### src/rtl/keypad_scanner_pkg.sv
// Shared definitions for the keypad column scanner: FSM state encoding,
// idle/reset patterns for the row and column buses, and small helpers for
// classifying and encoding active-low row patterns.
package keypad_scanner_pkg;

  typedef enum logic [1:0] {
    ST_SCAN       = 2'd0,
    ST_PRESS_DB   = 2'd1,
    ST_PRESSED    = 2'd2,
    ST_RELEASE_DB = 2'd3
  } state_e;

  localparam logic [3:0] ROW_IDLE  = 4'b1111;
  localparam logic [3:0] COL_RESET = 4'b1110;

  // True when exactly one row line is pulled low (one key in the column).
  function automatic logic single_low(input logic [3:0] rows);
    logic [2:0] n_low;
    n_low = '0;
    for (int i = 0; i < 4; i++) begin
      n_low = n_low + {2'b00, ~rows[i]};
    end
    return (n_low == 3'd1);
  endfunction

  // Position of the low bit of a single-key row pattern.
  function automatic logic [1:0] low_index(input logic [3:0] rows);
    logic [1:0] idx;
    idx = '0;
    for (int i = 0; i < 4; i++) begin
      if (!rows[i]) idx = 2'(i);
    end
    return idx;
  endfunction

  // Active-low one-cold column drive for a column index.
  function automatic logic [3:0] col_drive(input logic [1:0] idx);
    return ~(4'b0001 << idx);
  endfunction

endpackage

### src/rtl/keypad_scanner_if.sv
// Column/row bus between the keypad scanner and its neighbours. The scanner
// is the master: it drives the columns and the key event outputs and reads
// the rows. The slave view is the matrix/consumer side.
interface keypad_scanner_if;
  logic [3:0] row;
  logic [3:0] shift_col;
  logic [3:0] key_code;
  logic       key_valid;
  logic       key_held;

  modport master (
    input  row,
    output shift_col,
    output key_code,
    output key_valid,
    output key_held
  );

  modport slave (
    output row,
    input  shift_col,
    input  key_code,
    input  key_valid,
    input  key_held
  );
endinterface

### src/rtl/keypad_sync.sv
// Multi-bit two-flop synchronizer for quasi-static asynchronous inputs
// (keypad rows and similar slow switches). Bits are synchronized
// independently; the consumer is expected to debounce, so per-bit skew on a
// transition is harmless.
module keypad_sync #(
  parameter int                WIDTH     = 4,
  parameter logic [WIDTH-1:0]  RESET_VAL = '1
) (
  input  logic             clk_i,
  input  logic             reset_i,
  input  logic [WIDTH-1:0] d_i,
  output logic [WIDTH-1:0] q_o
);

  logic [WIDTH-1:0] meta_q;
  logic [WIDTH-1:0] sync_q;

  // Two-stage capture of the asynchronous input, synchronous active-low reset.
  always_ff @(posedge clk_i) begin
    if (!reset_i) begin
      meta_q <= RESET_VAL;
      sync_q <= RESET_VAL;
    end else begin
      meta_q <= d_i;
      sync_q <= meta_q;
    end
  end

  assign q_o = sync_q;

endmodule

### src/rtl/keypad_scanner.sv
// 4x4 keypad column scanner and debouncer. Rotates one active-low column,
// samples the synchronized rows, freezes on a single pressed key, debounces
// press and release, and emits one key_valid strobe per physical press with
// key_code = {column index, row index}.
//
// state         | meaning
// --------------+-----------------------------------------------------------
// ST_SCAN       | column driven for SCAN_DIV cycles, rows checked at the end
// ST_PRESS_DB   | column frozen, waiting for the latched row to stay stable
// ST_PRESSED    | key accepted, key_held high, waiting for all rows idle
// ST_RELEASE_DB | rows idle, waiting for the release to stay stable
module keypad_scanner
  import keypad_scanner_pkg::*;
#(
  parameter int SCAN_DIV        = 1000,
  parameter int DEBOUNCE_CYCLES = 50000
) (
  input  logic             clk_i,
  input  logic             reset_i,
  keypad_scanner_if.master kp
);

  localparam int DW = (SCAN_DIV > 1) ? $clog2(SCAN_DIV) : 1;
  localparam int BW = (DEBOUNCE_CYCLES > 1) ? $clog2(DEBOUNCE_CYCLES) : 1;
  localparam logic [DW-1:0] DWELL_LAST = DW'(SCAN_DIV - 1);
  localparam logic [BW-1:0] DB_LAST    = BW'(DEBOUNCE_CYCLES - 1);

  logic [3:0]    row_s;

  state_e        state_q,     state_d;
  logic [1:0]    col_idx_q,   col_idx_d;
  logic [DW-1:0] dwell_q,     dwell_d;
  logic [BW-1:0] db_q,        db_d;
  logic [3:0]    row_lat_q,   row_lat_d;
  logic [3:0]    key_code_q,  key_code_d;
  logic          key_valid_q, key_valid_d;
  logic          key_held_q,  key_held_d;

  keypad_sync #(
    .WIDTH     (4),
    .RESET_VAL (ROW_IDLE)
  ) u_row_sync (
    .clk_i   (clk_i),
    .reset_i (reset_i),
    .d_i     (kp.row),
    .q_o     (row_s)
  );

  // State and datapath registers; reset wins over every other update.
  always_ff @(posedge clk_i) begin
    if (!reset_i) begin
      state_q     <= ST_SCAN;
      col_idx_q   <= '0;
      dwell_q     <= '0;
      db_q        <= '0;
      row_lat_q   <= ROW_IDLE;
      key_code_q  <= '0;
      key_valid_q <= 1'b0;
      key_held_q  <= 1'b0;
    end else begin
      state_q     <= state_d;
      col_idx_q   <= col_idx_d;
      dwell_q     <= dwell_d;
      db_q        <= db_d;
      row_lat_q   <= row_lat_d;
      key_code_q  <= key_code_d;
      key_valid_q <= key_valid_d;
      key_held_q  <= key_held_d;
    end
  end

  // Next-state, counter and output logic for the scan/debounce sequence.
  always_comb begin
    state_d     = state_q;
    col_idx_d   = col_idx_q;
    dwell_d     = dwell_q;
    db_d        = db_q;
    row_lat_d   = row_lat_q;
    key_code_d  = key_code_q;
    key_valid_d = 1'b0;
    key_held_d  = key_held_q;

    case (state_q)
      ST_SCAN: begin
        if (dwell_q == DWELL_LAST) begin
          dwell_d = '0;
          if (single_low(row_s)) begin
            // Column stays put; the latched pattern is what must stay stable.
            row_lat_d = row_s;
            db_d      = '0;
            state_d   = ST_PRESS_DB;
          end else begin
            // Idle or multi-key ghosting pattern: move on to the next column.
            col_idx_d = col_idx_q + 2'd1;
          end
        end else begin
          dwell_d = dwell_q + DW'(1);
        end
      end

      ST_PRESS_DB: begin
        if (row_s != row_lat_q) begin
          // Bounce or glitch: rescan the same column from a fresh dwell.
          dwell_d = '0;
          state_d = ST_SCAN;
        end else if (db_q == DB_LAST) begin
          key_code_d  = {col_idx_q, low_index(row_lat_q)};
          key_valid_d = 1'b1;
          key_held_d  = 1'b1;
          state_d     = ST_PRESSED;
        end else begin
          db_d = db_q + BW'(1);
        end
      end

      ST_PRESSED: begin
        // Extra keys in the held column are ignored until a full release.
        if (row_s == ROW_IDLE) begin
          db_d    = '0;
          state_d = ST_RELEASE_DB;
        end
      end

      ST_RELEASE_DB: begin
        if (row_s != ROW_IDLE) begin
          state_d = ST_PRESSED;
        end else if (db_q == DB_LAST) begin
          key_held_d = 1'b0;
          col_idx_d  = col_idx_q + 2'd1;
          dwell_d    = '0;
          state_d    = ST_SCAN;
        end else begin
          db_d = db_q + BW'(1);
        end
      end

      default: begin
        state_d = ST_SCAN;
      end
    endcase
  end

  assign kp.shift_col = col_drive(col_idx_q);
  assign kp.key_code  = key_code_q;
  assign kp.key_valid = key_valid_q;
  assign kp.key_held  = key_held_q;

endmodule

### src/flat_wrapper.sv
// flat-port wrapper written by rule: the top's interface ports become plain ports
module keypad_scanner_flat import keypad_scanner_pkg::*;
#(
  parameter int SCAN_DIV        = 1000,
  parameter int DEBOUNCE_CYCLES = 50000
)
  (clk_i, reset_i, kp_row, kp_shift_col, kp_key_code, kp_key_valid, kp_key_held);
  keypad_scanner_if kp_i ();
  input  logic clk_i;
  input  logic reset_i;
  input wire logic [$bits(kp_i.row)-1:0] kp_row;
  output wire logic [$bits(kp_i.shift_col)-1:0] kp_shift_col;
  output wire logic [$bits(kp_i.key_code)-1:0] kp_key_code;
  output wire logic [$bits(kp_i.key_valid)-1:0] kp_key_valid;
  output wire logic [$bits(kp_i.key_held)-1:0] kp_key_held;
  assign kp_i.row = kp_row;
  assign kp_shift_col = kp_i.shift_col;
  assign kp_key_code = kp_i.key_code;
  assign kp_key_valid = kp_i.key_valid;
  assign kp_key_held = kp_i.key_held;
  keypad_scanner #(.SCAN_DIV(SCAN_DIV), .DEBOUNCE_CYCLES(DEBOUNCE_CYCLES)) u_core (.clk_i(clk_i), .reset_i(reset_i), .kp(kp_i));
endmodule
### config.mk
export PLATFORM = sky130hd
export DESIGN_NAME = keypad_scanner_flat
export DESIGN_NICKNAME = d
export VERILOG_FILES = /design/src/rtl/keypad_scanner_pkg.sv /design/src/rtl/keypad_scanner_if.sv /design/src/rtl/keypad_sync.sv /design/src/rtl/keypad_scanner.sv /design/src/flat_wrapper.sv
export SDC_FILE = /design/constraint.sdc
export NUM_CORES = 1
export LEC_CHECK = 0
export ABC_AREA = 1
export CAP_MARGIN = 25
export CELL_PAD_IN_SITES_DETAIL_PLACEMENT = 0
export CELL_PAD_IN_SITES_GLOBAL_PLACEMENT = 1
export CORE_ASPECT_RATIO = 0.75
export CORE_UTILIZATION = 46
export DETAILED_ROUTE_END_ITERATION = 6
export DONT_BUFFER_PORTS = 1
export HOLD_SLACK_MARGIN = 0.06
export PLACE_DENSITY_LB_ADDON = 0.1
export SLEW_MARGIN = 20
export SYNTH_ARGS = -nofsm -noshare
export SYNTH_HDL_FRONTEND = slang
export SYNTH_SLANG_ARGS = --single-unit
### constraint.sdc
create_clock -name clk_i -period 3.5 [get_ports clk_i]
set_input_delay 1.05 -clock clk_i [delete_from_list [all_inputs] [get_ports clk_i]]
set_output_delay 1.05 -clock clk_i [all_outputs]
set_load 0.02 [all_outputs]
==> run summary <==
RSZ-0062 raised after global routing: no
FMAX: 361 MHz
Critical Path RT: 3.73 ns
Crit-path cells: inv_1 -> ha_1 -> fa_1 -> ha_1 -> nand3b_1 -> nand2_1 -> nand2_1 -> inv_1 -> nand3_4 -> nor2_4 -> nand2_1 -> a21oi_1
Actual slew at the worst max-slew pin: 0.639 ns
CP endpoint kind: flop
Leakage power: 1.16 nW
Routed WL: 6.56 mm
Std-Cell Rows: 24
P per Cell Area: 406 mW/mm^2
Rel. slew slack: 57.2%
Detail Route Antenna Nets: 0
Placed insts: 492
Area growth syn-to-layout: 4.67%
PortBufs: 0
Peak supply drop: 311 uV
H-Tree Depth: 2
Max Root-Sink Buffers: 2
Post-DP HPWL: 4.78 mm
Gp weighted congestion: 0.856
Seq/Total Area, Yosys: 33.5%
Critical Path AT: 3.00 ns
Final TNS setup: 0 ns
Non-Filler Instances: 500
Clock Sinks: 48
Die width: 93.1 um
Hold buffer count at CTS: 0
Ys async rst share: 0%
Initial antenna violation count: 0
Share of layout cells above drive strength 1: 10.7%
CTS resizes: 0
Number of CTS-inserted buffers: 5
Skew-Pair Late Insertion Delay: 0.30 ns
Max-Cap Viols: 0
Count of cell types in the netlist: 36
Number of synthesized register bits: 48
Total number of yosys warnings: 0
Syn nets: 440
WS Path Type: reg -> reg
NumNets Final: 437
Slowest CP cell: fa_1
First-pass GRT wire length: 11.1 mm
Post-DR wirelength/cell: 13.1 um
Synth Instances: 424
Setup violations, final: 0
Final Cycle Share: 79.2%
Post-Syn Area: 0.00287 mm^2
CTS tree: built
Core area: 0.00592 mm^2
R2R Setup Slk: 0.73 ns
Synth Flop Type: dfxtp_1
Vias in the first global route: 2251
Hold Path Class: reg -> reg
Top Ports: 16
Post-route DRC: 0
Vias post-DR: 2605
Die area: 0.00655 mm^2
Worst Path Max Fanout: 17
Initial Util: 48.4%
Delay of the slowest critical-path stage: 0.43 ns
Vias per cell: 5.21
Global-route usage over all layers: 21.3%
Slew Viols, Final: 0
Worst setup SP type: flop
CTS clk-pin slew, worst paths: 0.10 ns
Postcts setup bufs: 0
Most frequent cells in the layout: nand2_1 (98), dfxtp_1 (48), nor2_1 (47)
Drt initial violations: 130
Outcome: complete, no violations
Largest net degree at the start of global routing: 23
CP bufs+invs: 2
Grt ovf: 0
Clk_skew: 0.00877 ns
Min Tclk post-route: 2.77 ns
Antenna cells: 0
Die Y: 70.4 um
Root Buffer: clkbuf_8
Commonest non-fill, non-tap cell in the layout: nand2_1
Most numerous cell on the critical path: nand2_1
Kind of cell adding the most delay to the critical path: adder cells
Pre-Repair DR Iteration Count: 4
Post-synth EDFFs: 0
Hold Vio Cnt, Final: 0
Syn_area_per_cell: 6.76 um^2
[where the power goes]
| part | total, mW | internal, mW | switching [mW] |
|---|---|---|---|
| registers | 0.612 | 0.574 | 0.0375 |
| logic | 0.264 | 0.0733 | 0.191 |
| clock network | 0.343 | 0.142 | 0.201 |
[synth_stat cells, types with 4 or more instances]
library cell | n | area (um^2)
nand2_1 | 98 | 368
dfxtp_1 | 48 | 961
nor2_1 | 47 | 176
inv_1 | 41 | 154
a21oi_1 | 35 | 175
nand3_1 | 26 | 130
o21ai_0 | 24 | 120
nor3_1 | 14 | 70.1
nand4_1 | 12 | 75.1
ha_1 | 9 | 113
or2_2 | 9 | 56.3
inv_2 | 8 | 30.0
nand2_2 | 6 | 37.5
clkbuf_1 | 5 | 18.8
nand3b_1 | 5 | 37.5
o211ai_1 | 4 | 30.0
[metrics by stage]
step           power (mW)  setup WS (ns)  hold slack (ns)  utilization, %  area (um^2)
3_3_place_gp        0.884          0.866            0.402            49.1         2910
3_5_place_dp        0.888          0.769            0.400            49.1         2910
5_1_grt              1.29          0.506            0.453            50.7         3000
6_report             1.22          0.729            0.422            50.7         3000
2_1_floorplan       0.841           1.06            0.393               -         2870
4_1_cts              1.23          0.753            0.425            50.7         3000
[kinds of logic after synthesis]
group           count (synthesis)  synth area share, %
compound gates                 69                 12.9
xor+xnor                        4                 1.22
fa+ha+maj                      10                 4.63
buf+inv                        61                 8.78
flops                          48                 33.5
simple gates                  232                 39.0
[worst reg2reg max path: stages (launching register included)]
cell,delay [ns]
dfxtp_1,0.39
inv_1,0.08
ha_1,0.31
fa_1,0.43
ha_1,0.28
nand3b_1,0.23
nand2_1,0.12
nand2_1,0.05
inv_1,0.08
nand3_4,0.20
nor2_4,0.29
nand2_1,0.09
a21oi_1,0.15
[final timing paths]
kind	start	end	depth (start not counted)
worst max-delay path	u_core.u_row_sync.q_o[0]	u_core.db_q[9]	12
worst max register to register	u_core.u_row_sync.q_o[0]	u_core.db_q[9]	12
worst min register to register	u_core.u_row_sync.meta_q[1]	u_core.u_row_sync.q_o[1]	1
worst min-delay path	u_core.u_row_sync.meta_q[1]	u_core.u_row_sync.q_o[1]	1
[layout make-up]
type,instances,area (um^2)
flip-flops and latches,48,961
clock inverters,3,23.8
fillers,587,2920
clock buffers,5,68.8
well taps,78,97.6
repair buffers,1,7.51
multi-input cells,315,1650
inverters,50,188
[sequential cells by signal, summed over array words and instances (netlist names)]
signal and flops:
u_core.dwell_q 10, u_core.row_lat_q 4, u_core.kp.key_held 1, u_core.u_row_sync.meta_q 4, u_core.kp.key_valid 1, u_core.u_row_sync.q_o 4, u_core.kp.key_code 4, u_core.state_q 2
u_core.col_idx_q 2, u_core.db_q 16
[per-layer routing]
metal	vias up	global-route usage, %	share of wire (%)	wire, um
met5	-	0	0	0
met4	0	3.08	0.37	24
met3	5	4.25	5.4	356
met2	57	28.4	38	2490
met1	1163	34.7	56	3690
li1	1380	-	-	-
No activity file was read; power rests on OpenSTA's default activity.
